`config.mk`:
```
export PLATFORM = sky130hd
export DESIGN_NAME = pll_phase_shift_sequencer
export DESIGN_NICKNAME = d
export VERILOG_FILES = /design/src/rtl/pll_phase_shift_sequencer.sv
export SDC_FILE = /design/constraint.sdc
export NUM_CORES = 1
export LEC_CHECK = 0
export CORE_MARGIN = 2
export CORE_UTILIZATION = 45
export DETAILED_ROUTE_END_ITERATION = 6
export PLACE_DENSITY_LB_ADDON = 0.2
export SLEW_MARGIN = 10
export SYNTH_ARGS = -nofsm -noshare
export SYNTH_HDL_FRONTEND = slang
export SYNTH_SLANG_ARGS = --single-unit
export TNS_END_PERCENT = 30
```
`constraint.sdc`:
```
create_clock -name i_clk -period 2.6 [get_ports i_clk]
set_input_delay 0.52 -clock i_clk [delete_from_list [all_inputs] [get_ports i_clk]]
set_output_delay 0.52 -clock i_clk [all_outputs]
set_load 0.1 [all_outputs]
```
`src/rtl/pll_phase_shift_sequencer.sv`:
```
// pll_phase_shift_sequencer
// Shares the PLL fine-phase-shift port between NUM_REQ requesters. Move
// requests are granted round-robin and executed one PLL step at a time:
// strobe, wait for done (with timeout), settle, repeat. The absolute fine
// phase offset of the shifted outputs is tracked modulo PHASE_STEPS.
//
// Ports
//   i_clk               sequencer clock (also the PLL phase_shift_clk)
//   i_rst               synchronous active-high reset
//   i_pll_lock          PLL locked
//   i_req_valid[N]      per-requester move request (level)
//   i_req_inc[N]        per-requester direction, 1 = advance
//   i_req_steps[N*SW]   per-requester step count, requester i at [i*SW +: SW]
//   o_req_ready[N]      one-hot accept pulse
//   o_req_done[N]       one-hot completion pulse
//   o_req_error[N]      pulse with o_req_done when the request aborted
//   o_phase_shift_en    one-cycle step strobe to the PLL
//   o_phase_shift_inc   step direction to the PLL
//   i_phase_shift_done  step complete from the PLL
//   o_phase_offset      current offset, 0..PHASE_STEPS-1
//   o_busy              sequencer not idle
module pll_phase_shift_sequencer #(
    parameter int unsigned NUM_REQ        = 2,
    parameter int unsigned STEP_WIDTH     = 8,
    parameter int unsigned PHASE_STEPS    = 112,
    parameter int unsigned PHASE_WIDTH    = 7,
    parameter int unsigned SETTLE_CYCLES  = 16,
    parameter int unsigned TIMEOUT_CYCLES = 255
) (
    input  logic                           i_clk,
    input  logic                           i_rst,
    input  logic                           i_pll_lock,
    input  logic [NUM_REQ-1:0]             i_req_valid,
    input  logic [NUM_REQ-1:0]             i_req_inc,
    input  logic [NUM_REQ*STEP_WIDTH-1:0]  i_req_steps,
    output logic [NUM_REQ-1:0]             o_req_ready,
    output logic [NUM_REQ-1:0]             o_req_done,
    output logic [NUM_REQ-1:0]             o_req_error,
    output logic                           o_phase_shift_en,
    output logic                           o_phase_shift_inc,
    input  logic                           i_phase_shift_done,
    output logic [PHASE_WIDTH-1:0]         o_phase_offset,
    output logic                           o_busy
);

    localparam int unsigned IDX_W       = (NUM_REQ > 1) ? $clog2(NUM_REQ) : 1;
    localparam int unsigned TMO_W       = (TIMEOUT_CYCLES > 0) ? $clog2(TIMEOUT_CYCLES + 1) : 1;
    localparam int unsigned SETTLE_W    = (SETTLE_CYCLES > 1) ? $clog2(SETTLE_CYCLES) : 1;
    localparam int unsigned SETTLE_LAST = (SETTLE_CYCLES > 0) ? SETTLE_CYCLES - 1 : 0;
    localparam int unsigned PHASE_LAST  = PHASE_STEPS - 1;

    typedef enum logic [2:0] {
        ST_IDLE,
        ST_ISSUE,
        ST_WAIT,
        ST_SETTLE,
        ST_COMPLETE
    } state_t;

    state_t                  r_state;
    logic [IDX_W-1:0]        r_last;
    logic [IDX_W-1:0]        r_gnt;
    logic                    r_inc;
    logic [STEP_WIDTH-1:0]   r_rem;
    logic [TMO_W-1:0]        r_tmo;
    logic [SETTLE_W-1:0]     r_settle;
    logic [PHASE_WIDTH-1:0]  r_offset;
    logic [NUM_REQ-1:0]      r_ready;
    logic [NUM_REQ-1:0]      r_done;
    logic [NUM_REQ-1:0]      r_err;
    logic                    r_en;
    logic                    r_ps_inc;
    logic                    r_busy;

    logic                    w_gnt_valid;
    logic [IDX_W-1:0]        w_gnt_idx;
    logic                    w_gnt_inc;
    logic [STEP_WIDTH-1:0]   w_gnt_steps;
    logic [NUM_REQ-1:0]      w_gnt_onehot;
    logic [NUM_REQ-1:0]      w_cur_onehot;
    logic [PHASE_WIDTH-1:0]  w_off_inc;
    logic [PHASE_WIDTH-1:0]  w_off_dec;

    // Requester index k positions after the last grant.
    function automatic logic [IDX_W-1:0] rr_index(input logic [IDX_W-1:0] last, input int k);
        rr_index = IDX_W'((int'(last) + 1 + k) % int'(NUM_REQ));
    endfunction

    // Round-robin pick: scan from the farthest candidate back so the nearest wins.
    always_comb begin
        w_gnt_valid = 1'b0;
        w_gnt_idx   = '0;
        for (int k = int'(NUM_REQ) - 1; k >= 0; k--) begin
            if (i_req_valid[rr_index(r_last, k)]) begin
                w_gnt_valid = 1'b1;
                w_gnt_idx   = rr_index(r_last, k);
            end
        end
    end

    assign w_gnt_inc    = i_req_inc[w_gnt_idx];
    assign w_gnt_steps  = i_req_steps[32'(w_gnt_idx) * STEP_WIDTH +: STEP_WIDTH];
    assign w_gnt_onehot = NUM_REQ'(1) << w_gnt_idx;
    assign w_cur_onehot = NUM_REQ'(1) << r_gnt;

    // Offset wraps modulo one output period in both directions.
    assign w_off_inc = (r_offset == PHASE_WIDTH'(PHASE_LAST)) ? '0 : r_offset + 1'b1;
    assign w_off_dec = (r_offset == '0) ? PHASE_WIDTH'(PHASE_LAST) : r_offset - 1'b1;

    // Sequencer FSM with registered outputs.
    always_ff @(posedge i_clk) begin
        if (i_rst) begin
            r_state  <= ST_IDLE;
            r_last   <= IDX_W'(NUM_REQ - 1);
            r_gnt    <= '0;
            r_inc    <= 1'b0;
            r_rem    <= '0;
            r_tmo    <= '0;
            r_settle <= '0;
            r_offset <= '0;
            r_ready  <= '0;
            r_done   <= '0;
            r_err    <= '0;
            r_en     <= 1'b0;
            r_ps_inc <= 1'b0;
            r_busy   <= 1'b0;
        end else begin
            r_ready <= '0;
            r_done  <= '0;
            r_err   <= '0;
            r_en    <= 1'b0;

            if (!i_pll_lock) begin
                // PLL restarts at its default phase; any in-flight request aborts.
                r_offset <= '0;
                if (r_state != ST_IDLE) begin
                    r_done  <= w_cur_onehot;
                    r_err   <= w_cur_onehot;
                    r_state <= ST_IDLE;
                    r_busy  <= 1'b0;
                end
            end else begin
                case (r_state)
                    ST_IDLE: begin
                        if (w_gnt_valid) begin
                            r_ready <= w_gnt_onehot;
                            r_gnt   <= w_gnt_idx;
                            r_last  <= w_gnt_idx;
                            r_inc   <= w_gnt_inc;
                            r_rem   <= w_gnt_steps;
                            r_busy  <= 1'b1;
                            r_state <= (w_gnt_steps == '0) ? ST_COMPLETE : ST_ISSUE;
                        end
                    end

                    ST_ISSUE: begin
                        r_en     <= 1'b1;
                        r_ps_inc <= r_inc;
                        r_tmo    <= '0;
                        r_state  <= ST_WAIT;
                    end

                    ST_WAIT: begin
                        // done wins over a coincident timeout.
                        if (i_phase_shift_done) begin
                            r_offset <= r_inc ? w_off_inc : w_off_dec;
                            r_rem    <= r_rem - 1'b1;
                            r_settle <= '0;
                            if (r_rem == STEP_WIDTH'(1)) begin
                                r_state <= ST_COMPLETE;
                            end else if (SETTLE_CYCLES == 0) begin
                                r_state <= ST_ISSUE;
                            end else begin
                                r_state <= ST_SETTLE;
                            end
                        end else if (r_tmo == TMO_W'(TIMEOUT_CYCLES)) begin
                            r_done  <= w_cur_onehot;
                            r_err   <= w_cur_onehot;
                            r_state <= ST_IDLE;
                            r_busy  <= 1'b0;
                        end else begin
                            r_tmo <= r_tmo + 1'b1;
                        end
                    end

                    ST_SETTLE: begin
                        if (r_settle == SETTLE_W'(SETTLE_LAST)) begin
                            r_state <= ST_ISSUE;
                        end else begin
                            r_settle <= r_settle + 1'b1;
                        end
                    end

                    ST_COMPLETE: begin
                        r_done  <= w_cur_onehot;
                        r_state <= ST_IDLE;
                        r_busy  <= 1'b0;
                    end

                    default: begin
                        r_state <= ST_IDLE;
                        r_busy  <= 1'b0;
                    end
                endcase
            end
        end
    end

    assign o_req_ready       = r_ready;
    assign o_req_done        = r_done;
    assign o_req_error       = r_err;
    assign o_phase_shift_en  = r_en;
    assign o_phase_shift_inc = r_ps_inc;
    assign o_phase_offset    = r_offset;
    assign o_busy            = r_busy;

endmodule

```
== Word-level counts from Yosys, hierarchy flattened ==
Cells that the tools add are included.
Widths: inputs -> output; s select.

* $add $sub $neg: 7
* Multipliers: 0
* Divide/modulo/power cells: 0
* Magnitude comparators: 3
* Eq/ne operators: 19
* Shifts and indexed selects: 3
* Mux-type cells: 45
* Bitwise operators: 3
* Reductions and logical operators: 19

{| class="wikitable"
|+ Operators with widths
! operator !! number
|-
| $mux 8 || 4
|-
| $pmux 8 s2 || 2
|-
| $mux 3 || 8
|-
| $mux 7 || 3
|-
| $mux 1 || 16
|-
| $reduce_and 4->1 || 4
|-
| $shiftx 16x5->8 || 1
|-
| $mux 2 || 6
|-
| $ne 2x2->1 const B || 6
|-
| $ne 3x3->1 const B || 4
|-
| $pmux 3 s4 || 1
|-
| $add 8x1->8 const B || 1
|-
| $eq 8x1->1 const B || 1
|-
| $eq 8x8->1 const B || 1
|-
| $logic_not 8->1 || 1
|-
| $mux 4 || 2
|-
| $pmux 4 s2 || 1
|-
| $reduce_bool 2->1 || 4
|-
| $sub 8x1->8 const B || 1
|-
| $add 7x1->7 const B || 1
|-
| $eq 7x7->1 const B || 1
|-
| $logic_not 7->1 || 1
|-
| $sub 7x1->7 const B || 1
|-
| $eq 3x2->1 const B || 2
|-
| 18 further kinds || 26
|}

* Bits in registers: 42
* Bits in latches: 0
* Bits in writable memories: 0
* ROM bits: 0
* Output and inout port bits: 16
* Word-level logic and storage cells: 113
* Memories kept: 0

== Longest topological paths before layout ==
Gate-level depths: netlist of the first run.

* Word-level depth: 12
* Depth in mapped cells: 6
* Mapped depth without buffers: 6

== Least setup slack after synthesis of the first run ==
Ideal clock, no wire load.

* Kind: reg-to-reg
* Start point: reg r_offset[1] (netlist: o_phase_offset[1])
* End point: reg r_offset[6] (netlist: o_phase_offset[6])
* Arrival: 2.308 ns
* Required time: 2.519 ns
* Path slack: 0.211 ns
* Cell stages (with the launch flop): 6
* Path buffers: 0
* Path through: dfxtp_1 > ha_1 > and3_1 > nand2_1 > or4_1 > a41oi_1

* Cells in the longest elaborated chain, start to end: 3
* Elaborated cells on any way between the ends: 7
* Those cells by class: add/sub (2); eq/ne (1); mux (3); reduce/logical (1)

{| class="wikitable"
|+ RTL lines
! element !! line !! RTL
|-
| start: declaration || 67 || <nowiki>logic [PHASE_WIDTH-1:0] r_offset;</nowiki>
|-
| start signal: assignment || 166 || <nowiki>r_offset <= r_inc ? w_off_inc : w_off_dec;</nowiki>
|-
| $sub 7x1->7 (tied with other cells) || 108 || <nowiki>assign w_off_dec = (r_offset == '0) ? PHASE_WIDTH'(PHASE_LAST) : r_offset - 1'b1;</nowiki>
|-
| $mux 7, on equally long branches || 108, 107 ||
|-
| $mux 7 * || 166 ||
|}

Mark *: on every way between the ends. The rest lies on a longest branch, timed or not.
A chain may end at the register's enable or synchronous reset.

== Worst setup path in the final report of the first run ==
* Start point: in i_pll_lock
* End point: reg r_rem[7]

* Cells in the longest elaborated chain, start to end: 1

{| class="wikitable"
|+ RTL lines
! element !! line !! RTL
|-
| start: declaration || 32 || <nowiki>input logic i_pll_lock,</nowiki>
|-
| $reduce_and 4->1 (no source line) || -- ||
|-
| end signal: assignment || 150 || <nowiki>r_rem <= w_gnt_steps;</nowiki>
|-
| end signal: assignment || 167 || <nowiki>r_rem <= r_rem - 1'b1;</nowiki>
|-
| end: declaration || 64 || <nowiki>logic [STEP_WIDTH-1:0] r_rem;</nowiki>
|}

No other way between the ends.

==> reports/results.md, run 1 <==
| Quantity | This run |
|---|---|
| Y dimension of the die | 78.91 um |
| Synth warn | 0 |
| Top-level I/O count | 40 |
| Layout Skew | 0.007019 ns |
| Fill cells | 532 |
| Total negative setup slack | 0 ns |
| Largest net degree at the start of global routing | 22 |
| Final HPWL DP | 4.507 mm |
| Cell family contributing the most delay on the critical path | compound AO/OA/AOI/OAI gates |
| Count of cell types in the netlist | 60 |
| Hold Crit Depth | 1 |
| Hold Vio Cnt, Final | 0 |
| Master cell of the clock root buffer | sky130_fd_sc_hd__clkbuf_8 |
| Power density over the cells | 491.1 nW/um2 |
| Clock tree from TritonCTS | done |
| Cell count after synthesis | 303 |
| Bufs on Longest Clock Path | 2 |
| Top cell type's share of synthesized area | 33.30% |
| Category of the worst setup path launch point | input port |
| Main combinational cell family by area after synthesis | simple AND/OR/NAND/NOR gates |
| Net Sw Frac | 29.00% |
| Core Region | 5473 um2 |
| Int Power | 1061 uW |
| Wire length of the first global-routing pass | 10.16 mm |
| Number of setup violations in the final report | 0 |
| Hold buffer count at cts | 0 |
| DR pass1 iterations | 5 |
| Post-synthesis net count | 333 |
| Final wirelength | 6.158 mm |
| Final weighted congestion in routability-driven placement | 0.8320 |
| Synth async-reset ratio | 0% |
| Leakage power figure | 0.001072 uW |
| Result of the run | finished, final reports clean |
| Stages on the worst setup path | 5 |
| Starting density of the core | 46.14% |
| Simple-gate share of the synthesized area | 27.70% |
| Slowest stage delay, CP | 0.67 ns |
| Synth Area in Adders | 2.973% |
| Global-route total usage across every layer | 20.41% |
| Layout Area Growth over Synthesis | 20.52% |
| Final core utilization | 55.60% |
| Via count of the first global-routing pass | 2131 |
| Proportion of synthesized chip area in sequential cells | 33.30% |
| Cell-by-cell trace of the critical path | clkdlybuf4s50_1, nand2b_1, a211oi_2, o21ai_0, a32o_1 |
| Endpoint arrival time on the critical path | 2.30 ns |
| Number of synthesized register bits | 42 |
| Nets | 369 |
| Share of final-layout standard cells stronger than drive strength 1 | 13.53% |
| Area used by multi-input combinational logic | 1546 um2 |
| Netlist area before placement | 2525 um2 |
| EDFF count, synth | 0 |
| Clock-pin slew on the worst setup and hold paths | 0.09 ns |
| Area share of xor/xnor cells in the synthesized design | 0.3469% |
| Slew Viols, Final | 0 |
| Cell types occupying the most area after synthesis | sky130_fd_sc_hd__dfxtp_1, sky130_fd_sc_hd__a21oi_1, sky130_fd_sc_hd__mux2i_1 |
| Syn_area_per_cell | 8.333 um2 |
| TritonCTS buffer count | 5 |
| Worst hold margin | 0.4922 ns |
| Switching pwr | 433.3 uW |
| Hold Crit Class | flip-flop to flip-flop |
| Area taken by flip-flops and latches | 840.8 um2 |
| Worst Path Required | 2.79 ns |
| Type of destination of the critical path | flip-flop |
| Via count | 2458 |
| Antenna diode instance count | 0 |
| Part of the power in registers | 46.3% |
| Setup Crit Path Kind | input port to flip-flop |
| Number of gates resized after CTS | 0 |
| Post-CTS setup repair buffer count | 0 |
| Share of cell area taken by muxes after synthesis | 5.203% |
| Part of the total power dissipated in the clock network | 35.8% |
| Primary FF master, synth | sky130_fd_sc_hd__dfxtp_1 |
| Clk Latency, worst-skew pair | 0.30 ns |
| Biggest fanout along the worst timing path | 10 |
| Final clock period utilization by the worst path | 80.93% |
| Initial DRC count | 181 |
| Rel. slew slack | 63.33% |
| DRC violations left | 0 |
| Via density | 5.966 |
| ANT nets after route | 0 |
| Combinational power share | 18.0% |
| Slew at the pin closest to its max-slew limit | 0.5450 ns |
| Number of port buffers | 39 |
| Number of antenna violations at the first check in global routing | 0 |
| Die W | 78.91 um |
| Complex-gate fraction of the synthesized area | 25.02% |
| Post-DR wirelength/cell | 14.95 um |
| Maximum operating frequency | 0.4753 GHz |
| Worst path buffer plus inverter count | 1 |
| Reported max-cap violation count | 0 |
| H-tree level count | 2 |
| Depth of the worst register-to-register path | 6 |
| Max IR drop VDD | 225.7 uV |
| # rows | 27 |
| Total global routing overflow | 0 |
| Sinks on the clock net | 42 |
| Worst path slowest cell | sky130_fd_sc_hd__clkdlybuf4s50_1 |
| Library cell occupying the most area in the post-synthesis netlist | sky130_fd_sc_hd__dfxtp_1 |
| Die area | 6226 um2 |
| Shortest period the worst path allows | 2.104 ns |
| Setup repair after global routing missed its margin | no |
[per-layer routing]
layer	part of all wire (%)	vias to the layer above	wire, um	GRT usage [%]
met5	0	-	0	0
met4	1.1	0	68	6.207
met3	5.2	4	320	3.523
met2	46	79	2862	33.68
met1	47	1138	2907	27.40
li1	-	1237	-	-
[worst register-to-register path: cells and delay by family, from the launching register on]
kind / cells / cell delay (ns)
simple gates: 1 / 0.48
compound gates: 3 / 0.48
fa+ha+maj: 1 / 0.28
flops: 1 / 0.39
buf+inv: 1 / 0.14
[cell families after synthesis]
kind of cell    count (synthesis)
buf+inv                        29
compound gates                 97
mux                            13
flops                          42
simple gates                  115
xor+xnor                        1
fa+ha+maj                       6
[registers in the layout (all words and copies together) (netlist names)]
signal,cells
o_req_done,2
o_req_error,2
o_phase_offset,7
r_gnt,1
r_rem,8
r_inc,1
r_settle,4
r_state,3
o_req_ready,2
o_busy,1
o_phase_shift_inc,1
r_tmo,8
o_phase_shift_en,1
r_last,1
[layout by cell type (no fill, tap or decap), types with 4 or more instances in the layout]
master                            synthesis  layout
sky130_fd_sc_hd__dfxtp_1                 42      42
sky130_fd_sc_hd__a21oi_1                 35      35
sky130_fd_sc_hd__buf_4                    1      24
sky130_fd_sc_hd__clkdlybuf4s50_1          0      23
sky130_fd_sc_hd__nand2_1                 22      22
sky130_fd_sc_hd__o21ai_0                 17      17
sky130_fd_sc_hd__nor2_1                  17      17
sky130_fd_sc_hd__mux2i_1                 12      12
sky130_fd_sc_hd__inv_1                   11      11
sky130_fd_sc_hd__nor4_1                   9       9
sky130_fd_sc_hd__o31ai_1                  9       9
sky130_fd_sc_hd__or4_1                    9       9
sky130_fd_sc_hd__nor3_1                   8       8
sky130_fd_sc_hd__nand3_1                  7       7
sky130_fd_sc_hd__or3_1                    6       6
sky130_fd_sc_hd__ha_1                     6       6
sky130_fd_sc_hd__nand4_1                  5       5
sky130_fd_sc_hd__clkbuf_8                 0       5
sky130_fd_sc_hd__nand2b_1                 4       4
sky130_fd_sc_hd__a211oi_1                 4       4
sky130_fd_sc_hd__a211o_1                  4       4
[area by class of cell]
| type | instances | area share, % |
|---|---|---|
| clock buffers | 5 | 2.262 |
| clock inverters | 3 | 1.480 |
| inverters | 11 | 1.357 |
| multi-input cells | 232 | 50.82 |
| flip-flops and latches | 42 | 27.63 |
| well taps | 72 | 2.961 |
| repair buffers | 47 | 13.49 |
[metrics by stage]
stage	total power [uW]	setup WS, ns	instances	cell area [um2]
after CTS	1508	0.5434	412	3043
after floorplan	884.6	0.2113	303	2525
final	1494	0.4959	412	3043
after global placement	972.2	0.2875	404	2929
after global routing	1562	0.3785	412	3043
after detailed placement	973.7	0.2395	404	2929
[synthesized netlist by cell type, types with 2 or more instances]
cell / n
sky130_fd_sc_hd__buf_6: 2
sky130_fd_sc_hd__o22ai_1: 3
sky130_fd_sc_hd__a22o_1: 2
sky130_fd_sc_hd__nand3_1: 7
sky130_fd_sc_hd__a31oi_1: 3
sky130_fd_sc_hd__a21oi_1: 35
sky130_fd_sc_hd__clkbuf_1: 6
sky130_fd_sc_hd__o31ai_1: 9
sky130_fd_sc_hd__a32oi_1: 2
sky130_fd_sc_hd__nor2_1: 17
sky130_fd_sc_hd__nor4_1: 9
sky130_fd_sc_hd__nand4_1: 5
sky130_fd_sc_hd__or2_2: 3
sky130_fd_sc_hd__buf_2: 8
sky130_fd_sc_hd__or3_1: 6
sky130_fd_sc_hd__inv_1: 11
sky130_fd_sc_hd__o21ai_0: 17
sky130_fd_sc_hd__or4_1: 9
sky130_fd_sc_hd__a211o_1: 4
sky130_fd_sc_hd__and3b_1: 2
sky130_fd_sc_hd__nand2b_1: 4
sky130_fd_sc_hd__nor3_1: 8
sky130_fd_sc_hd__mux2i_1: 12
sky130_fd_sc_hd__nor2b_1: 3
sky130_fd_sc_hd__nand3b_1: 3
sky130_fd_sc_hd__dfxtp_1: 42
sky130_fd_sc_hd__a32o_1: 3
sky130_fd_sc_hd__nand2_1: 22
sky130_fd_sc_hd__ha_1: 6
sky130_fd_sc_hd__o211ai_1: 3
sky130_fd_sc_hd__a211oi_1: 4
sky130_fd_sc_hd__and4bb_2: 3
sky130_fd_sc_hd__and3_1: 2
sky130_fd_sc_hd__o2bb2ai_1: 2
[final timing paths]
path	from	slack (ns)	end
setup / recovery	i_pll_lock	0.50	r_rem[7]
hold / removal	r_gnt	0.49	o_req_error[0]
setup reg to reg	o_phase_offset[0]	0.69	o_phase_offset[6]
hold reg to reg	r_gnt	0.49	o_req_error[0]
[power groups by stage]
stage	registers [uW]	clock network [uW]	logic, uW
detailed placement	706	0	268
finish	691	534	269
global route	696	572	294
CTS	691	549	269
floorplan	736	0	148
global placement	706	0	266
Note: power is estimated with default switching activity, not from simulation.
==> inputs of run 2 (changes only) <==
clock period = 2.2 ns   (was 2.6 ns; I/O delays follow)
==> reports/results.md, run 2 (synthesized netlist as in run 1, its figures left out) <==
| Quantity | This run | vs previous |
|---|---|---|
| Bufs on Longest Clock Path | 2 | unchanged |
| Maximum operating frequency | 0.5374 GHz |  |
| DR pass1 iterations | 4 | -1 |
| Slew Viols, Final | 0 | unchanged |
| Worst Path Required | 2.43 ns | -0.36 ns |
| Endpoint arrival time on the critical path | 2.09 ns | -0.21 ns |
| DRC violations left | 0 | unchanged |
| Worst path slowest cell | sky130_fd_sc_hd__nor2_1 |  |
| Share of final-layout standard cells stronger than drive strength 1 | 15.85% | +2.3 points |
| Via count | 2422 | -1.5% |
| Number of antenna violations at the first check in global routing | 0 | unchanged |
| Total global routing overflow | 0 | unchanged |
| Number of setup violations in the final report | 0 | unchanged |
| Final clock period utilization by the worst path | 84.59% |  |
| Clock tree from TritonCTS | done |  |
| Total negative setup slack | 0 ns | unchanged |
| TritonCTS buffer count | 5 | unchanged |
| Number of port buffers | 39 | unchanged |
| Type of destination of the critical path | flip-flop |  |
| Hold buffer count at cts | 0 | unchanged |
| Hold Vio Cnt, Final | 0 | unchanged |
| Setup repair after global routing missed its margin | no |  |
| Die area | 6226 um2 | unchanged |
| Hold Crit Class | flip-flop to flip-flop |  |
| Starting density of the core | 46.14% | unchanged |
| Result of the run | finished, final reports clean |  |
| Leakage power figure | 0.001114 uW | +3.9% |
| GRT busiest layer | met2 |  |
| Slew at the pin closest to its max-slew limit | 0.8555 ns | +0.3105 ns |
| ANT nets after route | 0 | unchanged |
| Y dimension of the die | 78.91 um | unchanged |
| Layout Skew | 0.006453 ns | -0.0005666 ns |
| Antenna diode instance count | 0 | unchanged |
| Final Instance Area | 3093 um2 | +1.6% |
| Initial DRC count | 119 | -34% |
| Met2 GRT Util | 32.99% | -0.68 points |
| Met1 capacity usage during global routing | 26.47% | -0.93 points |
| H-tree level count | 2 | unchanged |
| Shortest period the worst path allows | 1.861 ns |  |
| Master cell of the clock root buffer | sky130_fd_sc_hd__clkbuf_8 |  |
| Cell-by-cell trace of the critical path | ha_1, nand3_1, nor2_1, a21oi_1, nor3_1 |  |
| # rows | 27 | unchanged |
| Post-CTS setup repair buffer count | 0 | unchanged |
| Reported max-cap violation count | 0 | unchanged |
| Cell Area, Placed | 2984 um2 | +1.9% |
| Rel. slew slack | 42.75% | -21 points |
| Power density over the cells | 568.3 nW/um2 | +16% |
| Final weighted congestion in routability-driven placement | 0.8227 | -1.1% |
| Sinks on the clock net | 42 | unchanged |
| Via density | 5.780 | -3.1% |
| Top-level I/O count | 40 | unchanged |
| Core Region | 5473 um2 | unchanged |
| Global-route total usage across every layer | 19.99% | -0.43 points |
| Final HPWL DP | 4.484 mm | -0.52% |
| Die W | 78.91 um | unchanged |
| Setup Crit Path Kind | flip-flop to flip-flop |  |
| Leading cell types in the layout, fill and taps excluded | sky130_fd_sc_hd__dfxtp_1, sky130_fd_sc_hd__a21oi_1, sky130_fd_sc_hd__buf_4 |  |
| Biggest fanout along the worst timing path | 15 | +5 |
| Via count of the first global-routing pass | 2181 | +2.3% |
| Post-DR wirelength/cell | 14.05 um | -6.0% |
| Max IR drop VDD | 266.5 uV | +18% |
| M3 GR Usage | 3.750% | +0.23 points |
| Number of gates resized after CTS | 0 | unchanged |
| Layout Area Growth over Synthesis | 22.50% |  |
| Largest net degree at the start of global routing | 16 | -27% |
| Total power draw | 1758 uW | +18% |
| Final core utilization | 56.52% | +0.91 points |
| Leading cell type in the layout, fill and taps excluded | sky130_fd_sc_hd__dfxtp_1 |  |
| Wire length of the first global-routing pass | 10.12 mm | -0.47% |
| Worst hold margin | 0.4858 ns | -0.006382 ns |
| Category of the worst setup path launch point | flip-flop |  |
| Nets | 376 | +1.9% |
| Slowest stage delay, CP | 0.66 ns | about the same |
| Final wirelength | 5.887 mm | -4.4% |
| Clk Latency, worst-skew pair | 0.30 ns | about the same |
| Clock-pin slew on the worst setup and hold paths | 0.09 ns | about the same |
-- run 2: report_power, final --
group,total [uW],leakage [uW],switching (uW),internal (uW)
Clock,613,0.0000579,279,334
Sequential,818,0.000342,32.4,785
Combinational,327,0.000714,185,142
Total,1760,0.00111,496,1260
-- run 2: area by class of cell --
type                       instances  area, um2
multi-input combinational        232       1546
timing repair buffer              54      462.9
sequential                        42      843.3
clock inverter                     3      40.04
tap                               72      90.09
inverter                          11      41.29
clock buffer                       5      68.82
fill                             532       2380
-- run 2: stage by stage --
step,setup slack [ns],std cells
6_report,0.3391,419
2_1_floorplan,0.03768,303
4_1_cts,0.3155,419
5_1_grt,0.09987,419
3_3_place_gp,0.1198,411
3_5_place_dp,0.08489,411
-- run 2: worst max-delay path, delay by kind of cell, from the launching register on --
kind / cells / cell delay (ns)
compound gates: 1 / 0.19
fa+ha+maj: 1 / 0.24
flops: 1 / 0.42
simple gates: 3 / 0.93
-- run 2: worst paths after layout --
check / from / endpoint / slack, ns / depth (start not counted)
worst max-delay path: r_tmo[0] / o_req_done[0] / 0.34 / 5
worst min-delay path: r_tmo[5] / r_tmo[5] / 0.49 / 2
worst max register to register: r_tmo[0] / o_req_done[0] / 0.34 / 5
worst min register to register: r_tmo[5] / r_tmo[5] / 0.49 / 2
-- run 2: layer usage --
metal | share of wire (%) | wire [um]
met1 | 48 | 2845
met2 | 46 | 2705
met3 | 4.0 | 233
met4 | 1.7 | 103
met5 | 0 | 0
==> inputs of run 3 (changes only) <==
clock period = 1.9 ns   (was 2.2 ns; I/O delays follow)
==> reports/results.md, run 3 (synthesized netlist as in run 1, its figures left out) <==
| Quantity | This run | vs previous |
|---|---|---|
| ANT nets after route | 0 | unchanged |
| Master cell of the clock root buffer | sky130_fd_sc_hd__clkbuf_8 |  |
| # rows | 27 | unchanged |
| Slowest stage delay, CP | 0.62 ns | -0.04 ns |
| Layout Area Growth over Synthesis | 29.19% |  |
| Clk Latency, worst-skew pair | 0.30 ns | about the same |
| Starting density of the core | 46.14% | unchanged |
| Die area | 6226 um2 | unchanged |
| Power density over the cells | 602.3 nW/um2 | +6.0% |
| Setup Crit Path Kind | flip-flop to flip-flop |  |
| Y dimension of the die | 78.91 um | unchanged |
| Top-level I/O count | 40 | unchanged |
| TritonCTS buffer count | 5 | unchanged |
| Reported max-cap violation count | 0 | unchanged |
| Final HPWL DP | 4.614 mm | +2.9% |
| Worst Path Required | 2.13 ns | -0.30 ns |
| Hold Crit Class | flip-flop to flip-flop |  |
| Via count | 2525 | +4.3% |
| Slew at the pin closest to its max-slew limit | 0.4959 ns | -0.3596 ns |
| Setup slack at placement | -0.1008 ns | -0.1856 ns |
| End of the worst register-to-register path | r_tmo[3] |  |
| Cell family contributing the most delay on the critical path | simple AND/OR/NAND/NOR gates |  |
| Global-route total usage across every layer | 20.39% | +0.40 points |
| Worst path slowest cell | sky130_fd_sc_hd__dfxtp_1 |  |
| Nets | 387 | +2.9% |
| Bufs on Longest Clock Path | 2 | unchanged |
| Leading cell type in the layout, fill and taps excluded | sky130_fd_sc_hd__dfxtp_1 |  |
| Fill cells | 506 | -4.9% |
| Hold Vio Cnt, Final | 0 | unchanged |
| Setup repair after global routing missed its margin | no |  |
| Number of port buffers | 39 | unchanged |
| Sinks on the clock net | 42 | unchanged |
| Final wirelength | 6.085 mm | +3.4% |
| Leading cell types in the layout, fill and taps excluded | sky130_fd_sc_hd__dfxtp_1, sky130_fd_sc_hd__a21oi_1, sky130_fd_sc_hd__buf_4 |  |
| Wire length of the first global-routing pass | 10.32 mm | +2.0% |
| Number of gates resized after CTS | 0 | unchanged |
| Biggest fanout along the worst timing path | 15 | unchanged |
| Stages on the worst setup path | 4 | -1 |
| Cell-by-cell trace of the critical path | and4bb_2, nand4_4, or4_1, a21oi_1 |  |
| Worst path buffer plus inverter count | 0 | unchanged |
| Via count of the first global-routing pass | 2225 | +2.0% |
| Type of destination of the critical path | flip-flop |  |
| Antenna diode instance count | 0 | unchanged |
| Share of final-layout standard cells stronger than drive strength 1 | 18.99% | +3.1 points |
| Slew Viols, Final | 0 | unchanged |
| Rel. slew slack | 66.64% | +24 points |
| Category of the worst setup path launch point | flip-flop |  |
| Fin worst setup slack | 0.1478 ns | -0.1913 ns |
| Max IR drop VDD | 354.0 uV | +33% |
| Die W | 78.91 um | unchanged |
| FF-to-FF Start | r_state[1] |  |
| Layout Skew | 0.005398 ns | -0.001055 ns |
| Worst setup path start | r_state[1] |  |
| Via density | 5.872 | +1.6% |
| Final clock period utilization by the worst path | 92.22% | +7.6 points |
| Total global routing overflow | 0 | unchanged |
| Hold buffer count at cts | 0 | unchanged |
| Initial DRC count | 244 | +110% |
| Core Region | 5473 um2 | unchanged |
| DR pass1 iterations | 5 | +1 |
| Number of antenna violations at the first check in global routing | 0 | unchanged |
| DRC violations left | 0 | unchanged |
| Largest net degree at the start of global routing | 22 | +6 |
| Worst setup path end | r_tmo[3] |  |
| Clock-pin slew on the worst setup and hold paths | 0.08 ns | about the same |
| Post-DR wirelength/cell | 14.15 um | +0.72% |
| Result of the run | finished, final reports clean |  |
| Endpoint arrival time on the critical path | 1.99 ns | -0.10 ns |
| Shortest period the worst path allows | 1.752 ns | -0.1087 ns |
| Post-CTS setup repair buffer count | 0 | unchanged |
| Total power draw | 1965 uW | +12% |
| Final weighted congestion in routability-driven placement | 0.8784 | +6.8% |
| Flop2flop setup slack | 0.15 ns | -0.19 ns |
| Depth of the worst register-to-register path | 4 | -1 |
| Hold path startpoint | r_gnt |  |
| Number of setup violations in the final report | 0 | unchanged |
| Clock tree from TritonCTS | done |  |
| H-tree level count | 2 | unchanged |
| Leakage power figure | 0.001182 uW | +6.1% |
| Maximum operating frequency | 0.5707 GHz | +6.2% |
-- run 3: cell types whose count changed in the layout (fill, tap and decap cells not counted), sizes merged --
cell,previous run,this run
buf,31,42
bufinv,1,0
clkbuf,5,7
clkinv,2,1
-- run 3: layout make-up --
type	instances	area (um2)	area share (%)
multi-input combinational	232	1546	47.41
sequential	42	847.1	25.97
timing repair buffer	65	645.6	19.79
tap	72	90.09	2.762
clock buffer	7	86.33	2.647
inverter	11	41.29	1.266
clock inverter	1	5.005	0.1534
-- run 3: report_power, final --
part / internal, uW / switching (uW) / total, uW
sequential: 909 / 33.7 / 943
clock: 294 / 322 / 615
combinational: 180 / 226 / 406
-- run 3: how the worst min path moves through the flow --
stage,cells after the start,to
after floorplan,1,o_req_done[0]
after global placement,2,r_tmo[7]
after detailed placement,1,o_req_done[0]
after CTS,1,o_req_done[0]
after global routing,2,r_settle[3]
final,1,o_req_done[0]
-- run 3: worst register-to-register path, cell delays in order (launching register included) --
cell	delay [ns]
sky130_fd_sc_hd__dfxtp_1	0.62
sky130_fd_sc_hd__and4bb_2	0.38
sky130_fd_sc_hd__nand4_4	0.14
sky130_fd_sc_hd__or4_1	0.41
sky130_fd_sc_hd__a21oi_1	0.14
-- run 3: layer usage --
metal  vias up  wire (um)  GRT usage [%]
met2        94       2788          32.48
met5         -          0              0
met3        13        287          3.864
met4         0         97          5.862
li1       1266          -              -
met1      1152       2911          28.20
-- run 3: through the flow --
stage,hold slack (ns),instances,util (%),cell area (um2),setup TNS [ns]
after floorplan,0.4492,303,-,2531,-0.1689
after global placement,0.4699,422,57.93,3171,-0.6602
after detailed placement,0.4768,422,57.93,3171,-0.9727
after CTS,0.4899,430,59.60,3262,0
after global routing,0.5065,430,59.60,3262,0
final,0.4877,430,59.60,3262,0
